### src/rtl/timer_sched_pkg.sv
// ============================================================================
// Module  : timer_sched_pkg
// Brief   : Shared types and default constants for timer_scheduler.
// Revision: 1.0 - initial release
// ============================================================================
`default_nettype none

package timer_sched_pkg;

    localparam int CLK_PER_TICK_1MS = 100000;
    localparam int PW_DEFAULT       = 10;

    typedef enum logic [0:0] {
        ST_IDLE    = 1'b0,
        ST_PRESENT = 1'b1
    } arb_state_e;

endpackage

`default_nettype wire

### src/rtl/tick_prescaler.sv
// ============================================================================
// Module  : tick_prescaler
// Brief   : Free-running clock divider producing a registered one-cycle tick.
// Revision: 1.0 - initial release
// ============================================================================
`default_nettype none

module tick_prescaler
    import timer_sched_pkg::*;
#(
    parameter int CLK_PER_TICK = CLK_PER_TICK_1MS
) (
    input  logic clk,
    input  logic rst,
    input  logic i_en,
    output logic o_tick
);

    localparam int            CW     = (CLK_PER_TICK > 1) ? $clog2(CLK_PER_TICK) : 1;
    localparam logic [CW-1:0] C_LAST = CW'(CLK_PER_TICK - 1);

    logic [CW-1:0] r_pcount;
    logic          r_tick;

    always_ff @(posedge clk or posedge rst) begin
        if (rst) begin
            r_pcount <= '0;
            r_tick   <= 1'b0;
        end else begin
            r_tick <= 1'b0;
            if (i_en) begin
                if (r_pcount == C_LAST) begin
                    r_pcount <= '0;
                    r_tick   <= 1'b1;
                end else begin
                    r_pcount <= r_pcount + CW'(1);
                end
            end
        end
    end

    assign o_tick = r_tick;

endmodule

`default_nettype wire

### src/rtl/timer_scheduler.sv
// ============================================================================
// Module  : timer_scheduler
// Brief   : N-channel tick-based timer array with round-robin expiry handoff.
//           TIMER_SCHED_RELOAD_EN selects periodic channels (else one-shot).
// Revision: 1.0 - initial release
// ============================================================================
`default_nettype none

module timer_scheduler
    import timer_sched_pkg::*;
#(
    parameter int N_CH         = 4,
    parameter int CLK_PER_TICK = CLK_PER_TICK_1MS,
    parameter int PW           = PW_DEFAULT
) (
    input  logic                    clk,
    input  logic                    rst,
    input  logic                    i_en,
    input  logic                    i_cfg_we,
    input  logic [$clog2(N_CH)-1:0] i_cfg_ch,
    input  logic                    i_cfg_arm,
    input  logic [PW-1:0]           i_cfg_period,
    output logic                    o_tick,
    output logic [N_CH-1:0]         o_active,
    output logic [N_CH-1:0]         o_overflow,
    output logic                    o_expire_valid,
    output logic [$clog2(N_CH)-1:0] o_expire_ch,
    input  logic                    i_expire_ready
);

    localparam int CW = $clog2(N_CH);

    logic            w_tick;
    logic            w_tick_en;
    logic            w_arm;
    logic [N_CH-1:0] w_pending;
    logic [N_CH-1:0] w_clr;
    logic            w_found;
    logic [CW-1:0]   w_sel;

    arb_state_e      r_state;
    logic            r_valid;
    logic [CW-1:0]   r_ch;
    logic [CW-1:0]   r_rr_ptr;

    tick_prescaler #(
        .CLK_PER_TICK (CLK_PER_TICK)
    ) u_prescaler (
        .clk    (clk),
        .rst    (rst),
        .i_en   (i_en),
        .o_tick (w_tick)
    );

    assign w_tick_en = w_tick & i_en;
    // A zero period arms nothing, so it collapses into a disarm.
    assign w_arm     = i_cfg_arm && (i_cfg_period != '0);

    for (genvar gi = 0; gi < N_CH; gi++) begin : g_ch
        logic          w_wr;
        logic          w_dec;
        logic          w_exp;
        logic          r_act;
        logic          r_pend;
        logic          r_ovf;
        logic [PW-1:0] r_rem;

        assign w_wr  = i_cfg_we && (i_cfg_ch == CW'(gi));
        assign w_dec = w_tick_en && r_act && !w_wr;
        assign w_exp = w_dec && (r_rem == PW'(1));

`ifdef TIMER_SCHED_RELOAD_EN
        logic [PW-1:0] r_reload;

        always_ff @(posedge clk or posedge rst) begin
            if (rst) begin
                r_reload <= '0;
            end else if (w_wr && w_arm) begin
                r_reload <= i_cfg_period;
            end
        end
`endif

        always_ff @(posedge clk or posedge rst) begin
            if (rst) begin
                r_act  <= 1'b0;
                r_rem  <= '0;
                r_ovf  <= 1'b0;
                r_pend <= 1'b0;
            end else begin
                if (w_wr) begin
                    r_act <= w_arm;
                    r_rem <= w_arm ? i_cfg_period : '0;
                    r_ovf <= 1'b0;
                end else if (w_exp) begin
`ifdef TIMER_SCHED_RELOAD_EN
                    r_rem <= r_reload;
`else
                    r_act <= 1'b0;
                    r_rem <= '0;
`endif
                    if (r_pend) begin
                        r_ovf <= 1'b1;
                    end
                end else if (w_dec) begin
                    r_rem <= r_rem - PW'(1);
                end

                // A fresh expiry outranks the handshake clear of the same bit.
                if (w_exp) begin
                    r_pend <= 1'b1;
                end else if (w_clr[gi]) begin
                    r_pend <= 1'b0;
                end
            end
        end

        assign o_active[gi]   = r_act;
        assign o_overflow[gi] = r_ovf;
        assign w_pending[gi]  = r_pend;
    end

    function automatic logic [CW-1:0] f_wrap(input int v);
        f_wrap = (v >= N_CH) ? CW'(v - N_CH) : CW'(v);
    endfunction

    // Descending scan so the lowest offset from the pointer wins.
    always_comb begin
        w_found = 1'b0;
        w_sel   = '0;
        for (int k = N_CH - 1; k >= 0; k--) begin
            if (w_pending[f_wrap(int'(r_rr_ptr) + k)]) begin
                w_found = 1'b1;
                w_sel   = f_wrap(int'(r_rr_ptr) + k);
            end
        end
    end

    always_comb begin
        w_clr = '0;
        if ((r_state == ST_PRESENT) && i_expire_ready) begin
            w_clr[r_ch] = 1'b1;
        end
    end

    always_ff @(posedge clk or posedge rst) begin
        if (rst) begin
            r_state  <= ST_IDLE;
            r_valid  <= 1'b0;
            r_ch     <= '0;
            r_rr_ptr <= '0;
        end else begin
            case (r_state)
                ST_IDLE: begin
                    if (w_found) begin
                        r_ch    <= w_sel;
                        r_valid <= 1'b1;
                        r_state <= ST_PRESENT;
                    end
                end
                ST_PRESENT: begin
                    if (i_expire_ready) begin
                        r_valid  <= 1'b0;
                        r_rr_ptr <= (r_ch == CW'(N_CH - 1)) ? '0 : r_ch + CW'(1);
                        r_state  <= ST_IDLE;
                    end
                end
                default: begin
                    r_valid <= 1'b0;
                    r_state <= ST_IDLE;
                end
            endcase
        end
    end

    assign o_tick         = w_tick;
    assign o_expire_valid = r_valid;
    assign o_expire_ch    = r_ch;

endmodule

`default_nettype wire

### config.mk
export PLATFORM = sky130hd
export DESIGN_NAME = timer_scheduler
export DESIGN_NICKNAME = d
export VERILOG_FILES = /design/src/rtl/timer_sched_pkg.sv /design/src/rtl/tick_prescaler.sv /design/src/rtl/timer_scheduler.sv
export SDC_FILE = /design/constraint.sdc
export NUM_CORES = 1
export LEC_CHECK = 0
export BUFFER_PORTS_ARGS = -buffer_cell sky130_fd_sc_hd__buf_2
export CAP_MARGIN = 10
export CORE_UTILIZATION = 45
export CTS_BUF_LIST = sky130_fd_sc_hd__clkbuf_8
export CTS_CLUSTER_DIAMETER = 30
export DETAILED_ROUTE_END_ITERATION = 12
export PLACE_DENSITY = 0.7
export SYNTH_ARGS = -nofsm -noshare
export SYNTH_HDL_FRONTEND = slang
export SYNTH_SLANG_ARGS = --single-unit
### constraint.sdc
create_clock -name clk -period 2.71 [get_ports clk]
set_input_delay 0.4065 -clock clk [delete_from_list [all_inputs] [get_ports clk]]
set_output_delay 0.4065 -clock clk [all_outputs]
set_load 0.02 [all_outputs]
* Yosys cells after proc, flatten, opt, wreduce, memory -nomap -nowiden
Index checks and enable logic that the tools add are counted.
** Storage, ports and cells
- Logic and storage cells :: 180
- Flip-flop bits (word level) :: 76
- Bits of input ports :: 18
- Output and inout port bits :: 12
** Cells by class
- Muxes and demuxes :: 74
- Equality and inequality tests :: 11
- Add/subtract/negate cells :: 13
- Magnitude comparators :: 10
- Bitwise gates (word level) :: 2
- Reductions and logical operators :: 48
** Operator list (count)
- two-way mux 10 bit :: 13
- two-way mux 1 bit :: 43
- equality test 10 x 1 -> 1 bit, second input constant :: 4
- subtractor 10 x 1 -> 10 bit, second input constant :: 4
- nonzero test 2 bit :: 12
- logical AND 1 bit :: 19
- two-way mux 2 bit :: 9
- adder 17 x 1 -> 17 bit, second input constant :: 1
- equality test 17 bit, second input constant :: 1
- two-way mux 17 bit :: 1
- less-than comparator 2 x 3 -> 1 bit, second input constant :: 5
- AND reduction 2 bit :: 7
- nonzero test 3 bit :: 4
- nonzero test 10 bit :: 1
- >= comparator 3 bit, second input constant :: 3
- binary-select mux 1 bit (select 2 bit) :: 4
- subtractor 2 x 1 -> 2 bit, second input constant :: 4
- adder 2 x 2 -> 3 bit, second input constant :: 2
- equality test 2 bit, second input constant :: 3
- zero test 1 bit :: 4
- two-way mux 4 bit :: 1
- inequality test 2 bit, second input constant :: 2
- case mux 1 bit (2 select lines) :: 2
- adder 2 x 1 -> 3 bit, second input constant :: 1
- 8 further kinds :: 8

* Logic depth before layout (Yosys ltp)
Gate-level depths: netlist (run 1).
- Depth in word-level cells :: 11
- Gate-level depth with buffers :: 7

* By module
Synthesis (run 1) repeated with hierarchy kept, for this count alone.
** Second synthesis, totals
- Cells, all modules :: 478
- Area total of the unflattened synthesis :: 4494.3 um2
** Modules (own cells, without submodules)
- timer_scheduler :: area each 3618.5 um2, seq. area each 1451.4 um2, times used 1, cells each 397
- tick_prescaler :: area each 875.8 um2, seq. area each 450.4 um2, times used 1, cells each 81

* Worst setup path before layout (run 1)
OpenSTA, ideal clock, no wires.
- Kind :: reg2reg
- From :: register g_ch[3].r_rem[0]
- To :: register g_ch[3].r_rem[8]
- Slack :: 759 ps
- Period minus slack after synthesis :: 1951 ps
- Cell stages (with the launch flop) :: 8
- Data required time :: 2573 ps
- Arrival time :: 1815 ps
- Cell sequence :: dfrtp_1 > inv_1 > ha_1 > or4b_1 > nor3_1 > nor3b_1 > mux2i_1 > a21oi_1
** Between the ends
- Cells in the longest elaborated chain, start to end :: 4
** Ends and longest elaborated chain
- from (decl) :: line timer_scheduler.sv:66 : logic [PW-1:0] r_rem;
- from (signal assigned) :: line timer_scheduler.sv:93 : r_rem <= w_arm ? i_cfg_period : '0;
- from (signal assigned) :: line timer_scheduler.sv:106 : r_rem <= r_rem - PW'(1);
- subtractor 10 x 1 -> 10 bit or equality test 10 x 1 -> 1 bit (tied branches) :: line timer_scheduler.sv:106, timer_scheduler.sv:70
- two-way mux 10 bit or logical AND 1 bit (tied branches) :: line timer_scheduler.sv:105, timer_scheduler.sv:70
- two-way mux 10 bit :: line timer_scheduler.sv:95 : end else if (w_exp) begin
- two-way mux 10 bit :: line timer_scheduler.sv:91 : if (w_wr) begin
Parallel ways exist; a longest one is shown, timed or not. The select of a mux whose other input is x is not followed.
A chain may end at the register's enable or synchronous reset.

* Final worst setup path (run 1)
Same ends and word-level chain as after synthesis.

==> reports/metrics.yaml, run 1 <==
io_buffers: 29
synthFlopType: "dfrtp_1"
ys_seq_elements: 76
grt_pass1_vias: 3416
synth_area_sq_um: 4280
grt_max_degree: 33
drive_gt1_share_pct: 13.5
worst-path-max-fanout: 5
period_share_pct: 79.8
syn_nets: 499
drc: 0
cp_data_arrival_time_ns: 2.38
pwr_density_cell_nw_per_um2: 598
crit_buf_inv: 1
cts.sinks: 76
required_ns: 2.93
dieHeight_microns: 99.5
cpMaxStageDelayCell: "or4b_1"
maxSlewHeadroom_pct: 58.2
drt_iter0_drc: 282
ioPinCount: 30
ir_drop_uv: 273
max_stage_delay_ns: 0.51
finalClockSkew_ns: 0.0137
max_freq_ghz: 0.462
nets: 521
start_kind: "flip-flop"
wirelength_mm: 10.2
num-fill-cells: 853
rsz0062_at_grt: "no"
p_leak_nw: 2.05
vias_per_cell: 5.83
firstDrtPassIters: 5
syn_area_per_cell_sq_um: 9.15
hpwl_mm: 7.23
synth_edf_count: 0
synth_seq_area_share_pct: 44.4
async_reset_ff_share_pct: 100
fin_tns_setup_ns: 0
synth_cell_type_count: 58
cts_tree: "yes"
finalHoldViolCount: 0
core_area_sq_um: 9240
die_w_microns: 99.5
rows: 35
htreeDepth: 3
drv_cap: 0
cts_made_buffers: 9
grt_first_pass_wirelength_mm: 17.2
min_period_ns: 2.16
ctsHoldBuffers: 0
path_clk_slew_ns: 0.09
yosys.area.top_type: "dfrtp_1"
antenna_left: 0
clock_latency_ns: 0.36
outcome: "complete, no violations"
clock_tree.buffer_depth: 2
post_drt_wl_per_cell_microns: 16.4
gp_congestion: 0.866
worst_pin_slew_ns: 0.621
post_cts_resized: 0
synthCells: 468
hold_class: "in -> async"
path_cells: "inv_1 -> ha_1 -> or4b_1 -> nor3_1 -> nor3b_1 -> mux2i_1 -> a21oi_1"
vias: 3641
synthDominantCellAreaShare_pct: 44.4
cp-end-kind: "flip-flop"
yosysWarnings: 0
cts_setup_buffers: 0
root_buffer: "clkbuf_8"
grt_use_total_pct: 22.4
start_util_pct: 46.3
grt_overflow_total: 0
antenna_cells: 0
synthTopCellsByArea: "dfrtp_1, nand3_1, ha_1"
worstSetupPathType: "reg -> reg"
slew_viol_final: 0
cp_top_family: "simple AND/OR/NAND/NOR gates"
antenna_found_initial: 0
area_growth_pct: 10.2
fp.dieArea_sq_um: 9910
utilization_pct: 51.1
setup_viol: 0
==> cells in the final DEF (no fill, tap or decap), types with 11 or more instances in the layout <==
master   instances
nand3_1         45
buf_2           29
xor2_1          17
nor3_1          17
nor2_1          43
ha_1            13
inv_1           17
a21oi_1         31
nand2_1         29
mux2i_1         11
o21ai_0         29
dfrtp_1         76
==> synthesized netlist by cell type (9+ instances only) <==
cell type and instances:
o21ai_0 29, nand3_1 45, xor2_1 17, nand4_1 9, ha_1 13, a21oi_1 31, clkbuf_1 16, nor3_1 17
nor2_1 43, mux2i_1 11, dfrtp_1 76, inv_1 18, nand2_1 29
==> logic make-up after synthesis <==
family                   after synthesis  share of synthesized area, %
AO/OA/AOI/OAI                        104                          15.3
XOR/XNOR                              24                          4.91
adder cells (fa/ha/maj)               13                          3.80
buffers and inverters                 43                          4.50
flip-flops                            76                          44.4
multiplexers                          12                          2.83
AND/OR/NAND/NOR                      196                          24.3
==> worst register-to-register path, delay by kind of cell, from the launching register on <==
| family | cells | cell delay (ns) |
|---|---|---|
| adders and majority gates | 1 | 0.23 |
| and+or+nand+nor | 3 | 0.96 |
| AOI/OAI and AO/OA | 1 | 0.08 |
| DFF | 1 | 0.43 |
| buffers and inverters | 1 | 0.12 |
| muxes | 1 | 0.21 |
==> through the flow <==
stage / cell area [sq um] / power, mW / hold slack (ns) / cells / worst slack (ns)
after floorplan: 4280 / 1.83 / 0.460 / 468 / 0.365
after global placement: 4530 / 1.96 / 0.477 / 608 / 0.620
after detailed placement: 4530 / 1.98 / 0.491 / 608 / 0.524
after CTS: 4720 / 2.84 / 0.139 / 624 / 0.548
after global routing: 4720 / 2.98 / 0.158 / 624 / 0.365
final: 4720 / 2.82 / 0.121 / 624 / 0.546
==> area by class of cell <==
type,instances,area (sq um),share of cell area (%)
sequential,76,1900,40.3
tap,129,161,3.42
inverter,18,67.6,1.43
clock inverter,7,67.6,1.43
timing repair buffer,36,210,4.45
clock buffer,9,124,2.62
multi-input combinational,349,2190,46.3
==> flip-flops by register name, summed over array words and instances, names as in the netlist <==
register,flops
g_ch.r_act,4
r_state,1
r_rr_ptr,2
o_expire_valid,1
u_prescaler.r_pcount,17
g_ch.r_rem,40
g_ch.r_pend,4
o_expire_ch,2
g_ch.r_ovf,4
u_prescaler.o_tick,1
==> final timing paths <==
path | from | endpoint | slack (ns) | depth (start not counted)
max in group asynchronous | rst | u_prescaler.r_pcount[11]$_DFFE_PP0P_ | 1.91 | 3
max reg2reg | g_ch[3].r_rem[0]$_DFFE_PP0P_ | g_ch[3].r_rem[8]$_DFFE_PP0P_ | 0.55 | 7
min in group clk | i_cfg_period[6] | g_ch[2].r_rem[6]$_DFFE_PP0P_ | 0.31 | 3
min | rst | g_ch[0].r_rem[4]$_DFFE_PP0P_ | 0.12 | 2
min reg2reg | o_expire_valid$_DFFE_PP0P_ | o_expire_valid$_DFFE_PP0P_ | 0.51 | 1
max | g_ch[3].r_rem[0]$_DFFE_PP0P_ | g_ch[3].r_rem[8]$_DFFE_PP0P_ | 0.55 | 7
==> metal layers <==
metal / wire, microns / part of all wire [%] / vias to the layer above / global-route usage (%)
met1: 4740 / 46 / 1777 / 30.7
li1: - / - / 1745 / -
met5: 0 / 0 / - / 0
met2: 4840 / 47 / 111 / 36.0
met4: 91 / 0.89 / 0 / 6.22
met3: 578 / 5.6 / 8 / 4.64
==> where the power goes <==
part	internal, mW	leakage (nW)	switching (mW)	total [mW]
Clock	0.420	0.0910	0.442	0.862
Combinational	0.217	0.967	0.299	0.516
Sequential	1.28	0.993	0.164	1.44
(Power assumes the default switching activity.)
==> run 2, diff against run 1 <==
clock period = 2.2 ns   (was 2.71 ns; I/O delays follow)
==> reports/metrics.yaml, run 2 (synthesis gave the netlist of run 1 again) <==
nets: 532
cp_data_arrival_time_ns: 2.29
pwr_density_cell_nw_per_um2: 777
grt_first_pass_wirelength_mm: 17.0
ir_drop_uv: 332
hold_class: "in -> async"
fin_cells: 635
area_growth_pct: 14.5
maxSlewHeadroom_pct: 56.3
cp-end-kind: "flip-flop"
p_leak_nw: 2.15
required_ns: 2.42
fin_tns_setup_ns: 0
gp_congestion: 0.931
outcome: "complete, no violations"
clock_tree.buffer_depth: 2
htreeDepth: 3
vias: 3686
cts_tree: "yes"
post_drt_wl_per_cell_microns: 16.2
grt_max_degree: 29
rsz0062_at_grt: "no"
antenna_found_initial: 0
regMostFlops: "g_ch.r_rem"
largest_register_ffs: 40
reg2reg_slack_ns: 0.13
cts.sinks: 76
setup_viol: 0
die_w_microns: 99.5
dp.cells: 619
dieHeight_microns: 99.5
whs_ns: 0.0553
drt_iter0_drc: 245
finalHoldViolCount: 0
final_cell_mix: "dfrtp_1, nand3_1, nor2_1"
start_util_pct: 46.3
firstDrtPassIters: 5
post_cts_resized: 0
cts_setup_buffers: 0
utilization_pct: 53.0
io_buffers: 29
worst_pin_slew_ns: 0.654
min_period_ns: 2.07
path_clk_slew_ns: 0.09
grt_overflow_total: 0
max_freq_ghz: 0.483
clock_latency_ns: 0.35
start_kind: "flip-flop"
ioPinCount: 30
slew_viol_final: 0
rows: 35
placed_cell_area_sq_um: 4630
cts_made_buffers: 9
root_buffer: "clkbuf_8"
drv_cap: 0
finalClockSkew_ns: 0.0148
final_common_cell: "dfrtp_1"
top_regs: "g_ch.r_rem (40), u_prescaler.r_pcount (17)"
fp.dieArea_sq_um: 9910
drive_gt1_share_pct: 16.0
antenna_cells: 0
vias_per_cell: 5.80
drc: 0
wirelength_mm: 10.3
hpwl_mm: 7.31
core_area_sq_um: 9240
grt_pass1_vias: 3447
period_share_pct: 94.1
worstSetupPathType: "reg -> reg"
antenna_left: 0
grt_use_total_pct: 21.9
ctsHoldBuffers: 0
worst-path-max-fanout: 5
design_area_sq_um: 4900
==> run 2: cell types whose count changed in the layout (fill, tap and decap cells not counted), sizes merged <==
| cell | change |
|---|---|
| buf | +11 |
| bufinv | +2 |
| clkbuf | +2 |
| clkinv | -1 |
| clkinvlp | -2 |
| inv | -1 |
==> run 2: routing by layer <==
metal	track usage, %	share of wire (%)
met3	4.01	5.7
met2	34.0	45
met4	7.35	1.5
met5	0	0
met1	30.9	48
==> run 2: final timing paths <==
check	from	to	cells after the start
hold / removal	rst	g_ch[0].r_rem[8]$_DFFE_PP0P_	2
setup / recovery	g_ch[3].r_rem[0]$_DFFE_PP0P_	g_ch[3].r_rem[8]$_DFFE_PP0P_	7
min in group clk	i_expire_ready	r_state$_DFF_PP0_	2
setup reg to reg	g_ch[3].r_rem[0]$_DFFE_PP0P_	g_ch[3].r_rem[8]$_DFFE_PP0P_	7
max in group asynchronous	rst	g_ch[1].r_rem[5]$_DFFE_PP0P_	3
hold reg to reg	o_expire_valid$_DFFE_PP0P_	o_expire_valid$_DFFE_PP0P_	1
==> run 2: through the flow <==
stage	power [mW]	setup WS, ns
final	3.81	0.130
after global routing	4.00	0.00348
after CTS	3.82	0.0358
after floorplan	2.25	0.249
after global placement	2.42	0.138
after detailed placement	2.45	0.0661
==> run 2: critical path, cell delays in order (launching register included) <==
cell and delay (ns):
dfrtp_1 0.44, inv_1 0.11, ha_1 0.22, or4b_1 0.51
nor3_2 0.15, nor3b_2 0.21, mux2i_1 0.20, a21oi_1 0.08
==> run 2: where the power goes <==
group          internal (mW)  switching, mW
Clock                  0.820          0.546
Combinational          0.280          0.377
Sequential              1.58          0.206
==> run 2: area by class of cell <==
type | count | area [sq um]
inverters | 18 | 71.3
fillers | 838 | 4340
repair buffers | 47 | 305
clock inverters | 5 | 108
well taps | 129 | 161
multi-input cells | 349 | 2200
clock buffers | 11 | 151
flip-flops and latches | 76 | 1900
